**src/rtl/mc_control_fsm.sv**
```systemverilog
// Multi-cycle RISC-V control FSM: sequences fetch/decode/execute and drives datapath selects.
// Flags illegal encodings and memory-wait timeouts; both are sticky until reset.
module mc_control_fsm #(
   parameter int unsigned MEM_WAIT_MAX    = 15,
   parameter bit          TRAP_ON_ILLEGAL = 1'b1
) (
   input  logic       clk,
   input  logic       reset,
   input  logic [6:0] op,
   input  logic [2:0] funct3,
   input  logic       Zero,
   input  logic       ALUR31,
   input  logic       carryout,
   input  logic       mem_ready,
   output logic       mem_req,
   output logic       MemWrite,
   output logic       AdrSrc,
   output logic       IRWrite,
   output logic       PCWrite,
   output logic       RegWrite,
   output logic [1:0] ALUSrcA,
   output logic [1:0] ALUSrcB,
   output logic [1:0] ALUOp,
   output logic [1:0] ResultSrc,
   output logic [2:0] ImmSrc,
   output logic [3:0] state,
   output logic       illegal,
   output logic       timeout
);

   localparam int unsigned CntW = (MEM_WAIT_MAX > 0) ? $clog2(MEM_WAIT_MAX + 1) : 1;
   localparam logic [CntW-1:0] WaitMax = CntW'(MEM_WAIT_MAX);

   localparam logic [6:0] OpLoad  = 7'b0000011;
   localparam logic [6:0] OpStore = 7'b0100011;
   localparam logic [6:0] OpR     = 7'b0110011;
   localparam logic [6:0] OpI     = 7'b0010011;
   localparam logic [6:0] OpBr    = 7'b1100011;
   localparam logic [6:0] OpJal   = 7'b1101111;
   localparam logic [6:0] OpJalr  = 7'b1100111;
   localparam logic [6:0] OpLui   = 7'b0110111;
   localparam logic [6:0] OpAuipc = 7'b0010111;

   typedef enum logic [3:0] {
      StFetch  = 4'd0,
      StDecode = 4'd1,
      StMemAdr = 4'd2,
      StMemRd  = 4'd3,
      StMemWb  = 4'd4,
      StMemWr  = 4'd5,
      StExec   = 4'd6,
      StAluWb  = 4'd7,
      StBranch = 4'd8,
      StJal    = 4'd9,
      StJalr   = 4'd10,
      StUpper  = 4'd11,
      StLink   = 4'd12,
      StTrap   = 4'd15
   } state_t;

   state_t          state_q, state_d;
   logic [CntW-1:0] cnt_q, cnt_d;
   logic            illegal_q, timeout_q;
   logic            ill_now, to_now, wait_st, take;

   always_ff @(posedge clk or posedge reset) begin
      if (reset) begin
         state_q   <= StFetch;
         cnt_q     <= '0;
         illegal_q <= 1'b0;
         timeout_q <= 1'b0;
      end else begin
         state_q   <= state_d;
         cnt_q     <= cnt_d;
         illegal_q <= illegal_q | ill_now;
         timeout_q <= timeout_q | to_now;
      end
   end

   always_comb begin
      mem_req   = 1'b0;
      MemWrite  = 1'b0;
      AdrSrc    = 1'b0;
      IRWrite   = 1'b0;
      PCWrite   = 1'b0;
      RegWrite  = 1'b0;
      ALUSrcA   = 2'b00;
      ALUSrcB   = 2'b00;
      ALUOp     = 2'b00;
      ResultSrc = 2'b00;
      ImmSrc    = 3'b000;
      state_d   = state_q;
      ill_now   = 1'b0;
      to_now    = 1'b0;
      wait_st   = 1'b0;
      take      = 1'b0;

      case (state_q)
         StFetch: begin
            mem_req = 1'b1;
            ALUSrcB = 2'b10;
            wait_st = 1'b1;
            if (mem_ready) begin
               IRWrite = 1'b1;
               PCWrite = 1'b1;
               state_d = StDecode;
            end
         end
         StDecode: begin
            // Precompute OldPC + imm so JAL/branch targets are ready in ALUOut.
            ALUSrcA = 2'b10;
            ALUSrcB = 2'b01;
            ImmSrc  = (op == OpJal) ? 3'b011 : 3'b010;
            case (op)
               OpLoad, OpStore: state_d = StMemAdr;
               OpR, OpI:        state_d = StExec;
               OpBr:            state_d = StBranch;
               OpJal:           state_d = StJal;
               OpJalr:          state_d = StJalr;
               OpLui, OpAuipc:  state_d = StUpper;
               default:         ill_now = 1'b1;
            endcase
         end
         StMemAdr: begin
            ALUSrcA = 2'b01;
            ALUSrcB = 2'b01;
            ImmSrc  = op[5] ? 3'b001 : 3'b000;
            state_d = op[5] ? StMemWr : StMemRd;
         end
         StMemRd: begin
            mem_req = 1'b1;
            AdrSrc  = 1'b1;
            wait_st = 1'b1;
            if (mem_ready) state_d = StMemWb;
         end
         StMemWr: begin
            mem_req  = 1'b1;
            MemWrite = 1'b1;
            AdrSrc   = 1'b1;
            wait_st  = 1'b1;
            if (mem_ready) state_d = StFetch;
         end
         StMemWb: begin
            ResultSrc = 2'b01;
            RegWrite  = 1'b1;
            state_d   = StFetch;
         end
         StExec: begin
            ALUSrcA = 2'b01;
            ALUOp   = 2'b10;
            if (!op[5]) begin
               ALUSrcB = 2'b01;
               ImmSrc  = 3'b000;
            end
            state_d = StAluWb;
         end
         StAluWb: begin
            RegWrite = 1'b1;
            state_d  = StFetch;
         end
         StBranch: begin
            ALUSrcA = 2'b01;
            ALUOp   = 2'b01;
            case (funct3)
               3'b000:  take = Zero;
               3'b001:  take = !Zero;
               3'b100:  take = ALUR31;
               3'b101:  take = !ALUR31;
               3'b110:  take = !carryout;
               3'b111:  take = carryout;
               default: ill_now = 1'b1;
            endcase
            PCWrite = take;
            state_d = StFetch;
         end
         StJal: begin
            PCWrite = 1'b1;
            state_d = StLink;
         end
         StJalr: begin
            ALUSrcA   = 2'b01;
            ALUSrcB   = 2'b01;
            ResultSrc = 2'b10;
            if (funct3 != 3'b000) ill_now = 1'b1;
            else                  PCWrite = 1'b1;
            state_d = StLink;
         end
         StLink: begin
            ALUSrcA = 2'b10;
            ALUSrcB = 2'b10;
            state_d = StAluWb;
         end
         StUpper: begin
            ImmSrc   = 3'b100;
            RegWrite = 1'b1;
            if (op[5]) begin
               ResultSrc = 2'b11;
            end else begin
               ALUSrcA   = 2'b10;
               ALUSrcB   = 2'b01;
               ResultSrc = 2'b10;
            end
            state_d = StFetch;
         end
         StTrap:  state_d = StTrap;
         default: state_d = StTrap;
      endcase

      if (ill_now) begin
         PCWrite  = 1'b0;
         RegWrite = 1'b0;
         MemWrite = 1'b0;
         state_d  = TRAP_ON_ILLEGAL ? StTrap : StFetch;
      end

      // A ready in the last allowed cycle still completes the access.
      if (wait_st && !mem_ready && (MEM_WAIT_MAX != 0) && (cnt_q == WaitMax)) begin
         to_now  = 1'b1;
         state_d = StTrap;
      end

      cnt_d = (wait_st && (state_d == state_q)) ? cnt_q + CntW'(1) : '0;

      if (reset) begin
         mem_req   = 1'b0;
         MemWrite  = 1'b0;
         AdrSrc    = 1'b0;
         IRWrite   = 1'b0;
         PCWrite   = 1'b0;
         RegWrite  = 1'b0;
         ALUSrcA   = 2'b00;
         ALUSrcB   = 2'b00;
         ALUOp     = 2'b00;
         ResultSrc = 2'b00;
         ImmSrc    = 3'b000;
      end
   end

   assign state   = state_q;
   assign illegal = illegal_q;
   assign timeout = timeout_q;

endmodule

```
**config.mk**
```make
export PLATFORM = sky130hd
export DESIGN_NAME = mc_control_fsm
export DESIGN_NICKNAME = d
export VERILOG_FILES = /design/src/rtl/mc_control_fsm.sv
export SDC_FILE = /design/constraint.sdc
export NUM_CORES = 1
export LEC_CHECK = 0
export BUFFER_PORTS_ARGS = -buffer_cell sky130_fd_sc_hd__buf_2
export CAP_MARGIN = 20
export CELL_PAD_IN_SITES_DETAIL_PLACEMENT = 0
export CELL_PAD_IN_SITES_GLOBAL_PLACEMENT = 1
export CORE_UTILIZATION = 35
export CTS_CLUSTER_SIZE = 14
export DETAILED_ROUTE_END_ITERATION = 10
export GPL_ROUTABILITY_DRIVEN = 0
export PLACE_DENSITY_LB_ADDON = 0.1
export RECOVER_POWER = 25
export SYNTH_ARGS = -nofsm -noshare
export SYNTH_HDL_FRONTEND = slang
export SYNTH_SLANG_ARGS = --single-unit
```
**constraint.sdc**
```tcl
create_clock -name clk -period 3 [get_ports clk]
set_input_delay 0.15 -clock clk [delete_from_list [all_inputs] [get_ports clk]]
set_output_delay 0.15 -clock clk [all_outputs]
set_load 0.01 [all_outputs]
```
After elaboration in Yosys (flattened, before gate mapping)
Index checks and enable logic that the tools add are counted.
Word-level totals
  memory bits (writable): 0
  output and inout bits: 23
  bits in latches: 0
  memory bits (read-only): 0
  register bits: 10
  memories: 0
  input bits: 16
Operators by class
  multiply operators: 0
  reductions and logical operators: 26
  equality and inequality tests: 28
  add/sub/neg operators: 1
  div/mod/pow operators: 0
  bitwise logic cells: 2
  mux-type cells: 47
  $lt $le $gt $ge: 0
  shifts and indexed selects: 0
Operator list (count)
  $pmux 4 s8: 1
  $eq 4x4->1 const B: 6
  $mux 1: 24
  $mux 4: 6
  $pmux 4 s6: 1
  $eq 7x6->1 const B: 3
  $eq 7x7->1 const B: 3
  $pmux 2 s3: 3
  $reduce_or 2->1: 9
  $eq 4x3->1 const B: 4
  $eq 7x5->1 const B: 2
  $eq 3x3->1 const B: 4
  $mux 2: 5
  $pmux 3 s3: 1
  $reduce_or 3->1: 3
  $reduce_or 9->1: 1
  $eq 4x2->1 const B: 2
  $reduce_or 4->1: 2
  $eq 7x2->1 const B: 1
  $mux 3: 2
  $pmux 1 s6: 1
  $reduce_or 6->1: 1
  $add 4x1->4 const B: 1
  $eq 4x1->1 const B: 1
  other kinds (11): 17

Longest topological paths before layout
Gate-level depths: netlist of run 1.
  depth in word-level cells: 9
  mapped depth: 7

Least setup slack after synthesis of run 1
OpenSTA, ideal clock, no wires.
  kind: flip-flop to flip-flop
  from: register cnt_q[0]
  to: register cnt_q[2]
  stages on the path, launching flop included: 8
  data arrival time: 1.986 ns
  required time: 2.899 ns
  period minus slack after synthesis: 2.087 ns
  library setup time: 0.101 ns
  slack: 0.913 ns
  path through: dfrtp_1 > ha_1 > nand4b_1 > o21ai_0 > a31o_2 > or4_4 > mux2i_4 > nor4_1
On the way
  cells in the longest elaborated chain, start to end: 6
  elaborated cells on any way between the ends: 7
RTL lines
  from (decl): line 62  | logic [CntW-1:0] cnt_q, cnt_d;
  from (signal assigned): line 74  | cnt_q <= cnt_d;
  $eq 4x4->1: line 217  | if (wait_st && !mem_ready && (MEM_WAIT_MAX != 0) && (cnt_q == WaitMax)) begin
  $logic_and 1x1->1: line 217
  $mux 4: line 217
  $eq 4x4->1: line 222  | cnt_d = (wait_st && (state_d == state_q)) ? cnt_q + CntW'(1) : '0;
  $logic_and 1x1->1: line 222
  $mux 4 (*): line 222
  net cnt_d[2]: line 62
Mark *: on every way through the listed nets, which the timed path passes. The rest lies on a longest branch.

Worst setup path in the final report of run 1
  from: register state_q[2] (netlist: state[2])
  to: register cnt_q[2]
On the way
  cells in the longest elaborated chain, start to end: 9
  elaborated cells on any way between the ends: 31
RTL lines
  from (decl): line 61  | state_t state_q, state_d;
  from (signal assigned): line 68  | state_q <= StFetch;
  from (signal assigned): line 73  | state_q <= state_d;
  branches (longest 7 deep; another with $pmux 4 s8)
  $logic_and 1x1->1 (*): line 222
  $mux 4 (*): line 222
  net cnt_d[2]: line 62
Mark *: on every way through the listed nets, which the timed path passes.

==> results of run 1 <==
kinds of logic (layout without fill, tap and decap cells):
kind of cell,after synthesis,count (layout),share of synthesized area [%]
AO/OA/AOI/OAI,39,39,26.64
XOR/XNOR,7,7,6.006
adder cells (fa/ha/maj),1,1,1.092
buffers and inverters,15,51,6.549
flip-flops,10,10,21.83
multiplexers,2,2,2.838
AND/OR/NAND/NOR,72,72,35.04
power groups by stage:
stage	Sequential (uW)	Clock [uW]	Combinational (uW)
floorplan	139	0	19.7
global placement	139	0	41.2
CTS	136	129	42.2
global route	137	138	46.1
detailed placement	139	0	42.2
finish	136	127	41.7
routing by layer:
metal	part of all wire, %	up-vias	wire [um]	GRT usage (%)
met1	46	586	1523	28.11
met3	4.9	4	165	1.310
met5	0	-	0	0
met2	48	34	1606	34.67
li1	-	617	-	-
met4	1.2	0	39	6.122
per-stage QoR:
| stage | power (uW) | hold slack (ps) | utilization [%] | instances | worst slack, ps |
|---|---|---|---|---|---|
| 2_1_floorplan | 159.1 | 0.5211 | - | 146 | 913.3 |
| 3_3_place_gp | 180.1 | 291.5 | 44.23 | 222 | 556.4 |
| 3_5_place_dp | 181.4 | 301.1 | 44.23 | 222 | 444.1 |
| 5_1_grt | 320.9 | 194.4 | 45.37 | 226 | 225.1 |
| 6_report | 305.0 | 129.5 | 45.37 | 226 | 427.6 |
| 4_1_cts | 307.8 | 3.493 | 45.41 | 226 | 433.2 |
layout by cell type, fill, tap and decap left out, types with 4 or more instances in the layout:
master,instances
a21oi_1,4
buf_2,37
dfrtp_1,10
nand2_1,15
nand2b_1,4
nor2_1,13
nor3_1,10
nor4_1,5
o21ai_0,10
final timing paths:
kind	startpoint	end	slack, ps
hold reg to reg	cnt_q[0]	cnt_q[0]	480
min in group clk	op[5]	state[1]	350
hold / removal	reset	illegal	130
setup / recovery	state[2]	cnt_q[2]	430
max in group asynchronous	reset	cnt_q[0]	2550
setup reg to reg	state[2]	cnt_q[2]	430
area by class of cell:
type	count	area share, %
timing repair buffer	41	15.14
clock buffer	4	2.599
inverter	6	1.613
sequential	10	17.92
tap	44	3.943
multi-input combinational	121	58.78
sequential cells by signal, summed over array words and instances, names as in the netlist:
register	cells
cnt_q	4
timeout	1
state	4
illegal	1
==> impl_summary.log, run 1 <==
[metrics] leakage dissipation: between 0.0005 and 0.0006 uW
[metrics] first-pass iteration count of the detailed router: 4
[metrics] cell type with the highest aggregate area in the netlist: dfrtp_1
[metrics] Reg area: between 200 and 300 um^2
[metrics] Worst-path clk slew: approximately 70 ps
[metrics] post-synthesis sequential area ratio: between 20% and 30%
[metrics] worst endpoint data arrival time: between 2000 and 3000 ps
[metrics] depth of the critical timing path with buffers and inverters included: 6
[metrics] layout net count: 200
[metrics] largest net degree at the start of global routing: 19
[metrics] number of distinct library cell variants in the gate-level netlist after synthesis: roughly 60
[metrics] routed via count divided by cell count: roughly 5.5
[metrics] most frequently used flop master after synthesis: dfrtp_1
[metrics] setup TNS after final layout: 0 ps
[metrics] number of sinks handled by clock tree synthesis: 10
[metrics] vias after detailed routing: approximately 1200
[metrics] crit share post-route: a little under nine tenths
[metrics] number of storage elements in the synthesis netlist: 10
[metrics] WL/cell: approximately 15 um
[metrics] Overall Global Routing Usage: between 20% and 30%
[metrics] startpoint type of the worst setup path: register
[metrics] most common cell in the synthesized netlist: nand2_1
[metrics] RSZ-0062 raised after global routing: false
[metrics] net switching power figure: around 80 uW
[metrics] top-level port count: 39
[metrics] Inserted Clock Buffers: 3
[metrics] number of rows created at floorplan: 20
[metrics] final hold violation count: 0
[metrics] Async S/R FF share, synth: 100.0%
[metrics] category of the most critical setup path: reg -> reg
[metrics] power share of the sequential group: between 40 and 50%
[metrics] DRT Wirelength: roughly 3.3 mm
[metrics] Crit path largest cell delay: 770 ps
[metrics] wire length of the first global-routing pass: roughly 5.5 mm
[metrics] number of input and output port buffers inserted: 38
[metrics] maxcap violations: 0
[metrics] instance count of the mapped netlist: between 100 and 150
[metrics] Critical Path End Type: register
[metrics] number of inserted filler cells in the final layout: about 350
[metrics] max-slew violations: 0
[metrics] worst clock skew on the final layout: between 2 and 2.5 ps
[metrics] transition time at the pin with the least slew margin: around 660 ps
[metrics] path class of the lowest-slack min-delay path: in -> async
[metrics] Int Power: about 230 uW
[metrics] count of endpoints failing setup in the final report: 0
[metrics] number of flops mapped to enable cells by yosys: 0
[metrics] CP max-delay cell: dfrtp_1
[metrics] root cell of the clock tree: clkbuf_4
[metrics] area added between synthesis and finish: 21.83%
[metrics] antenna violations before repair: 0
[metrics] hold_buf cts: 0
[metrics] Vert. Die Dim: 59.23 um
[metrics] post-cts sizing count: 0
[metrics] sum of buffers and inverters on the critical path: 1
[metrics] remaining global-route overflow: 0
[metrics] combined area of all synthesized cells: 0.001146 mm^2
[metrics] full die area: ~0.0035 mm^2
[metrics] half-perimeter wire length of the detailed placement result: ~2.5 mm
[metrics] fraction of layout cells with a size suffix above 1: between 30% and 40%
[metrics] number of global-route vias before repair: approximately 1200
[metrics] number of levels the H-tree was split into: 1
[metrics] power share of the clock group: 41.6%
[metrics] family of cells with the greatest summed delay on the critical path: simple AND/OR/NAND/NOR gates
[metrics] diode count: 0
[metrics] top-area cell type share of the netlist area: 21.83%
[metrics] area inside the core boundary: between 0.003 and 0.004 mm^2
[metrics] starting density of the core: between 30 and 40%
[metrics] combined area of the multi-input logic cells: 820.8 um^2
[metrics] post-route cell area: around 0.0014 mm^2
[metrics] headroom to the max-slew limit: ~56%
[metrics] portion of total power attributed to combinational logic: 13.7%
[metrics] result of the run: complete, no violations
[metrics] critical path cell sequence: inv_2, nand2_1, a211oi_1, or4_4, mux2i_4, nor4_1
[metrics] CTS tree: built
[metrics] Post-CTS Setup Repair Bufs: 0
[metrics] length in cells of the worst reg-to-reg path: 6
[metrics] Max rail drop VDD: between 0.15 and 0.2 mV
[metrics] maximum count of clock buffers along a single path: 2
[metrics] maximum fanout encountered on the critical timing path: 18
[metrics] width of the die: between 50 and 60 um
[metrics] highest clock frequency the design can meet: between 0.3 and 0.4 GHz
[metrics] power density of the placed cells: approximately 220 mW/mm^2
[metrics] DR DRC count: 0
[metrics] number of nets with antenna violations after routing: 0
[metrics] Area contributors post-synth: dfrtp_1 22%, nand2_1 4.9%, nor3_1 4.4%
[metrics] area post-placement: 0.001361 mm^2
[metrics] mean instance size in the synthesized netlist: roughly 8 um^2
[metrics] net switching share of the total power: 26.19%
[metrics] final critical delay including setup and external delays: approximately 2600 ps
[metrics] top cell types by occurrence after synthesis: 15 x nand2_1, 13 x nor2_1, 10 x dfrtp_1, 10 x nor3_1, 10 x o21ai_0
[metrics] Worst Path Required: roughly 3200 ps
[metrics] count of routing violations after the opening detailed-route iteration: 51
[metrics] nets in the synthesized netlist: 163
[metrics] clock insertion delay at the later pin of the skew report: ~270 ps
[metrics] synth warn: 0
No activity file was read; power rests on OpenSTA's default activity.
==> run 2: changes to the inputs <==
--- a/config.mk
+++ b/config.mk
@@ -13,7 +13,7 @@
 export CTS_CLUSTER_SIZE = 14
 export DETAILED_ROUTE_END_ITERATION = 10
 export GPL_ROUTABILITY_DRIVEN = 0
-export PLACE_DENSITY_LB_ADDON = 0.1
+export PLACE_DENSITY = 0.86
 export RECOVER_POWER = 25
 export SYNTH_ARGS = -nofsm -noshare
 export SYNTH_HDL_FRONTEND = slang
==> run 2 against run 1 <==
Net effect:
- die area is the same
- critical endpoint unchanged
- via count grew 2.2%
- clock power is essentially flat
- worst hold slack lost 18 ps
==> impl_summary.log, run 2 (synthesized netlist as in run 1, its figures left out) <==
[metrics] result of the run: complete, no violations
[metrics] diode count: 0
[metrics] critical path cell sequence: inv_2, nand2_1, a211oi_1, or4_4, mux2i_4, nor4_1
[metrics] DRT Wirelength: 3.374 mm
[metrics] max-slew violations: 0
[metrics] starting density of the core: between 30% and 40%
[metrics] length in cells of the worst reg-to-reg path: 6
[metrics] family of cells with the greatest summed delay on the critical path: simple AND/OR/NAND/NOR gates
[metrics] Post-CTS Setup Repair Bufs: 0
[metrics] width of the die: around 60 um
[metrics] commonest cells after routing, fill and taps aside: 37 x buf_2, 15 x nand2_1, 13 x nor2_1
[metrics] first-pass iteration count of the detailed router: 4
[metrics] area inside the core boundary: between 0.003 and 0.004 mm^2
[metrics] path class of the lowest-slack min-delay path: in -> async
[metrics] headroom to the max-slew limit: 65.44%
[metrics] power density of the placed cells: 216.6 mW/mm^2
[metrics] transition time at the pin with the least slew margin: between 500 and 600 ps
[metrics] Overall Global Routing Usage: 20.80%
[metrics] power share of the sequential group: between 40% and 50%
[metrics] net switching share of the total power: between 20% and 30%
[metrics] vias after detailed routing: roughly 1300
[metrics] worst setup margin: roughly 570 ps
[metrics] post-placement cell count: roughly 220
[metrics] Inserted Clock Buffers: 3
[metrics] Crit path largest cell delay: 630 ps
[metrics] root cell of the clock tree: clkbuf_4
[metrics] crit share post-route: about 81%
[metrics] top-level port count: 39
[metrics] RSZ-0062 raised after global routing: false
[metrics] sum of buffers and inverters on the critical path: 1
[metrics] largest net degree at the start of global routing: 18
[metrics] number of input and output port buffers inserted: 38
[metrics] full die area: roughly 0.0035 mm^2
[metrics] DR DRC count: 0
[metrics] setup TNS after final layout: 0 ps
[metrics] worst endpoint data arrival time: about 2600 ps
[metrics] worst r2r dst: cnt_q[2]
[metrics] number of levels the H-tree was split into: 1
[metrics] clock insertion delay at the later pin of the skew report: about 270 ps
[metrics] WL/cell: 14.93 um
[metrics] category of the most critical setup path: reg -> reg
[metrics] worst clock skew on the final layout: between 3 and 4 ps
[metrics] CP max-delay cell: dfrtp_1
[metrics] highest clock frequency the design can meet: approximately 0.4 GHz
[metrics] number of global-route vias before repair: approximately 1200
[metrics] layout net count: 200
[metrics] leakage dissipation: roughly 0.00060 uW
[metrics] portion of total power attributed to combinational logic: between 10% and 20%
[metrics] source of the worst register-to-register timing path: state[2]
[metrics] wire length of the first global-routing pass: 5.616 mm
[metrics] Post-Layout Cell Count: approximately 230
[metrics] origin of the worst setup path: state[2]
[metrics] Worst-path clk slew: about 70 ps
[metrics] number of rows created at floorplan: 20
[metrics] remaining global-route overflow: 0
[metrics] Worst Path Required: 3160 ps
[metrics] net switching power figure: slightly below 80 uW
[metrics] maximum count of clock buffers along a single path: 2
[metrics] area added between synthesis and finish: 21.83%
[metrics] antenna violations before repair: 0
[metrics] number of nets with antenna violations after routing: 0
[metrics] Critical Path End Type: register
[metrics] depth of the critical timing path with buffers and inverters included: 6
[metrics] endpoint of the most critical setup path: cnt_q[2]
[metrics] most common cell after layout, fill and taps aside: buf_2
[metrics] fraction of layout cells with a size suffix above 1: about a third
[metrics] Vert. Die Dim: about 59 um
[metrics] routed via count divided by cell count: about 5.6
[metrics] Int Power: around 220 uW
[metrics] power share of the clock group: about 41%
[metrics] final critical delay including setup and external delays: ~2400 ps
[metrics] Max rail drop VDD: 0.1886 mV
[metrics] post-cts sizing count: 0
[metrics] hold_buf cts: 0
[metrics] setup slack of the most critical reg-to-reg path: 570 ps
[metrics] maxcap violations: 0
[metrics] maximum fanout encountered on the critical timing path: 11
[metrics] count of routing violations after the opening detailed-route iteration: 46
[metrics] startpoint type of the worst setup path: register
[metrics] CTS tree: built
[metrics] number of sinks handled by clock tree synthesis: 10
[metrics] count of endpoints failing setup in the final report: 0
[metrics] half-perimeter wire length of the detailed placement result: 2.633 mm
[metrics] final hold violation count: 0
[metrics] worst slack after detailed placement: 645.7 ps
==> run 2: how the worst min path moves through the flow <==
stage	start	end	cells after the start
floorplan	reset	cnt_q[0]	1
global placement	reset	state[1]	2
detailed placement	reset	state[1]	2
CTS	reset	state[1]	2
global route	reset	state[1]	2
finish	reset	state[1]	2
==> run 2: final cells by class <==
cell class              count  area, um^2
multi-input cells         121       820.8
repair buffers             41       211.5
fillers                   323        1682
flip-flops and latches     10       250.2
clock buffers               4       36.28
well taps                  44       55.05
inverters                   6       22.52
==> run 2: per-layer routing <==
metal / up-vias / track usage [%] / routed length (um)
met2: 43 / 34.19 / 1722
met3: 6 / 4.148 / 171
li1: 622 / - / -
met5: - / 0 / 0
met1: 597 / 27.70 / 1434
met4: 0 / 5.442 / 46
==> run 2: power groups by stage <==
stage                     clock [uW]  combinational (uW)  sequential, uW
final                            124                41.8             136
after global routing             138                46.9             136
after CTS                        128                42.4             136
after detailed placement           0                42.3             139
after global placement             0                40.3             139
after floorplan                    0                19.7             139
==> run 2: per-stage QoR <==
step	power, uW	utilization [%]	area, um^2	hold WS, ps
final	302.4	45.37	1396	112.0
after detailed placement	181.2	44.23	1361	300.8
after CTS	306.3	45.41	1398	6.680
after global routing	321.4	45.37	1396	181.1
after floorplan	159.1	-	1146	0.5211
after global placement	179.2	44.23	1361	282.7
==> run 3: changes to the inputs <==
--- a/config.mk
+++ b/config.mk
@@ -5,11 +5,12 @@
 export SDC_FILE = /design/constraint.sdc
 export NUM_CORES = 1
 export LEC_CHECK = 0
+export ABC_AREA = 1
 export BUFFER_PORTS_ARGS = -buffer_cell sky130_fd_sc_hd__buf_2
 export CAP_MARGIN = 20
 export CELL_PAD_IN_SITES_DETAIL_PLACEMENT = 0
 export CELL_PAD_IN_SITES_GLOBAL_PLACEMENT = 1
-export CORE_UTILIZATION = 35
+export CORE_UTILIZATION = 32
 export CTS_CLUSTER_SIZE = 14
 export DETAILED_ROUTE_END_ITERATION = 10
 export GPL_ROUTABILITY_DRIVEN = 0
==> constraint.sdc (replaced) <==
create_clock -name clk -period 2.55 [get_ports clk]
set_input_delay 0.1275 -clock clk [delete_from_list [all_inputs] [get_ports clk]]
set_output_delay 0.1275 -clock clk [all_outputs]
set_load 0.01 [all_outputs]
==> run 3 against run 2 <==
Net effect:
- total power rose by 0.24%
- combinational power fell by 6.0%
- sequential power rose by 17%
- flip-flop and latch count did not move
- setup slack improved by 17 ps
- clock power fell by 15%
- count of clock-buffer cells in the layout fell by 1
- sequential share of layout area rose by 1.6 points
- worst hold slack improved by 42 ps
==> impl_summary.log, run 3 <==
[metrics] worst clock skew on the final layout: a little over 0.8 ps
[metrics] Int Power: about 230 uW
[metrics] crit share post-route: between 70% and 80%
[metrics] Post-CTS Setup Repair Bufs: 0
[metrics] largest net degree at the start of global routing: 17
[metrics] Overall Global Routing Usage: 15.72%
[metrics] portion of total power attributed to combinational logic: 13.0%
[metrics] commonest cells after routing, fill and taps aside: 41 x nand2_1, 37 x buf_2, 27 x nor2_1, 19 x inv_1, 11 x nand3_1
[metrics] final hold violation count: 0
[metrics] transition time at the pin with the least slew margin: around 640 ps
[metrics] half-perimeter wire length of the detailed placement result: 2.162 mm
[metrics] wire length of the first global-routing pass: around 4.3 mm
[metrics] post-synthesis sequential area ratio: 24.48%
[metrics] post-cts sizing count: 0
[metrics] top-level port count: 39
[metrics] power density of the placed cells: around 240 mW/mm^2
[metrics] power share of the clock group: 34.7%
[metrics] number of nets with antenna violations after routing: 0
[metrics] Inserted Clock Buffers: 3
[metrics] count of endpoints failing setup in the final report: 0
[metrics] Max rail drop VDD: between 0.1 and 0.15 mV
[metrics] top-area cell type share of the netlist area: approximately a quarter
[metrics] startpoint type of the worst setup path: register
[metrics] most common cell in the synthesized netlist: nand2_1
[metrics] category of the most critical setup path: reg -> out
[metrics] mean instance size in the synthesized netlist: around 6.2 um^2
[metrics] worst setup margin: slightly below 600 ps
[metrics] critical path cell sequence: inv_2, nor2_2, inv_1, nor2_1, inv_1, nand2_1, nand2_1, a41oi_1, buf_2
[metrics] origin of the worst setup path: state[3]
[metrics] diode count: 0
[metrics] hold_buf cts: 0
[metrics] most common cell after layout, fill and taps aside: nand2_1
[metrics] setup TNS after final layout: 0 ps
[metrics] number of flops mapped to enable cells by yosys: 0
[metrics] count of routing violations after the opening detailed-route iteration: 90
[metrics] first-pass iteration count of the detailed router: 4
[metrics] Vert. Die Dim: 58.52 um
[metrics] worst slack after detailed placement: about 770 ps
[metrics] number of input and output port buffers inserted: 38
[metrics] Async S/R FF share, synth: 100.0%
[metrics] root cell of the clock tree: clkbuf_4
[metrics] area added between synthesis and finish: 25.34%
[metrics] path class of the lowest-slack min-delay path: in -> async
[metrics] synth warn: 0
[metrics] clock insertion delay at the later pin of the skew report: 260 ps
[metrics] WL/cell: 10.57 um
[metrics] maximum count of clock buffers along a single path: 2
[metrics] Critical Path End Type: primary output
[metrics] nets in the synthesized netlist: around 180
[metrics] length in cells of the worst reg-to-reg path: 11
[metrics] endpoint of the most critical setup path: ALUSrcB[0]
[metrics] area inside the core boundary: ~0.0031 mm^2
[metrics] maximum fanout encountered on the critical timing path: 8
[metrics] result of the run: complete, no violations
[metrics] highest clock frequency the design can meet: 0.5100 GHz
[metrics] CP max-delay cell: dfrtp_1
[metrics] combined area of all synthesized cells: between 0.001 and 0.0015 mm^2
[metrics] layout net count: ~220
[metrics] worst endpoint data arrival time: between 1500 and 2000 ps
[metrics] vias after detailed routing: between 1000 and 1500
[metrics] Crit path largest cell delay: about 520 ps
[metrics] Area contributors post-synth: dfrtp_1 24%, nand2_1 15%, nor2_1 9.9%
[metrics] maxcap violations: 0
[metrics] instance count of the mapped netlist: 165
[metrics] fraction of layout cells with a size suffix above 1: between 30% and 40%
[metrics] top cell types by occurrence after synthesis: 41 x nand2_1, 27 x nor2_1, 19 x inv_1
[metrics] net switching share of the total power: between 20% and 30%
[metrics] RSZ-0062 raised after global routing: false
[metrics] remaining global-route overflow: 0
[metrics] CTS tree: built
[metrics] cell type with the highest aggregate area in the netlist: dfrtp_1
[metrics] number of sinks handled by clock tree synthesis: 10
[metrics] power share of the sequential group: a little over half
[metrics] number of rows created at floorplan: 20
[metrics] net switching power figure: between 70 and 80 uW
[metrics] width of the die: around 59 um
[metrics] max-slew violations: 0
[metrics] antenna violations before repair: 0
[metrics] number of storage elements in the synthesis netlist: 10
[metrics] most frequently used flop master after synthesis: dfrtp_1
[metrics] worst r2r dst: cnt_q[1]
[metrics] routed via count divided by cell count: 4.673
[metrics] DR DRC count: 0
[metrics] Worst Path Required: 2420 ps
[metrics] setup slack of the most critical reg-to-reg path: between 700 and 800 ps
[metrics] headroom to the max-slew limit: between 50% and 60%
[metrics] DRT Wirelength: ~2.6 mm
[metrics] number of levels the H-tree was split into: 1
[metrics] Worst-path clk slew: about 60 ps
[metrics] source of the worst register-to-register timing path: state[3]
[metrics] final critical delay including setup and external delays: 1961 ps
[metrics] number of distinct library cell variants in the gate-level netlist after synthesis: 29
[metrics] full die area: 0.003425 mm^2
[metrics] leakage dissipation: around 0.00069 uW
[metrics] number of global-route vias before repair: 1013
[metrics] starting density of the core: 33.48%
## run 3: cell types whose count changed after synthesis, sizes merged, moves of 4 or more
cell | before | now
a21oi | 4 | 9
nand2 | 15 | 48
nand3 | 3 | 13
nor3 | 10 | 2
nand2b | 4 | 0
inv | 6 | 26
nor4 | 5 | 0
o21ai | 11 | 4
buf | 7 | 0
nor2 | 15 | 36
## run 3: per-stage QoR
stage | total power [uW] | hold slack [ps] | cell area [um^2] | utilization (%) | instances
after global placement | 202.2 | 286.7 | 1260 | 41.27 | 245
after detailed placement | 201.8 | 292.4 | 1260 | 41.27 | 245
after CTS | 304.3 | 13.31 | 1282 | 42.01 | 248
final | 303.2 | 154.0 | 1281 | 41.97 | 248
after floorplan | 183.1 | 148.6 | 1022 | - | 165
after global routing | 313.5 | 228.9 | 1281 | 41.97 | 248
## run 3: cell type report
type | count | area, um^2
inverter | 26 | 97.59
sequential | 10 | 250.2
timing repair buffer | 38 | 188.9
clock buffer | 3 | 22.52
multi-input combinational | 127 | 666.9
tap | 44 | 55.05
fill | 354 | 1772
## run 3: logic make-up after synthesis
family,Yosys count,synth area share (%)
and+or+nand+nor,103,48.35
buffers and inverters,28,10.28
AOI/OAI and AO/OA,21,13.95
DFF,10,24.48
xor gates and xnor gates,2,1.714
adders and majority gates,1,1.224
## run 3: layer usage
metal / part of all wire [%] / GRT usage [%] / vias up / wire length (um)
li1: - / - / 609 / -
met1: 50 / 24.35 / 503 / 1322
met2: 43 / 23.81 / 47 / 1128
met3: 6.5 / 0.6593 / 0 / 171
met4: 0 / 4.082 / 0 / 0
met5: 0 / 0 / - / 0
## run 3: power by group through the flow
stage | combinational [uW] | clock (uW) | sequential [uW]
after CTS | 40.3 | 105 | 159
after global routing | 45.9 | 109 | 159
after detailed placement | 40.2 | 0 | 162
after global placement | 40.6 | 0 | 162
final | 39.3 | 105 | 159
after floorplan | 21.5 | 0 | 162
## run 3: worst min path at each step
stage,startpoint,end,slack (ps),cells after the start
finish,reset,state[3],150,2
global route,reset,state[3],230,2
CTS,reset,state[3],10,2
detailed placement,reset,cnt_q[2],290,2
global placement,reset,cnt_q[2],290,2
floorplan,reset,cnt_q[0],150,2
## run 3: worst max-delay path, delay by kind of cell, from the launching register on
| family | cells | cell delay (ps) |
|---|---|---|
| DFF | 1 | 520 |
| and+or+nand+nor | 4 | 520 |
| buffers and inverters | 4 | 400 |
| AOI/OAI and AO/OA | 1 | 130 |
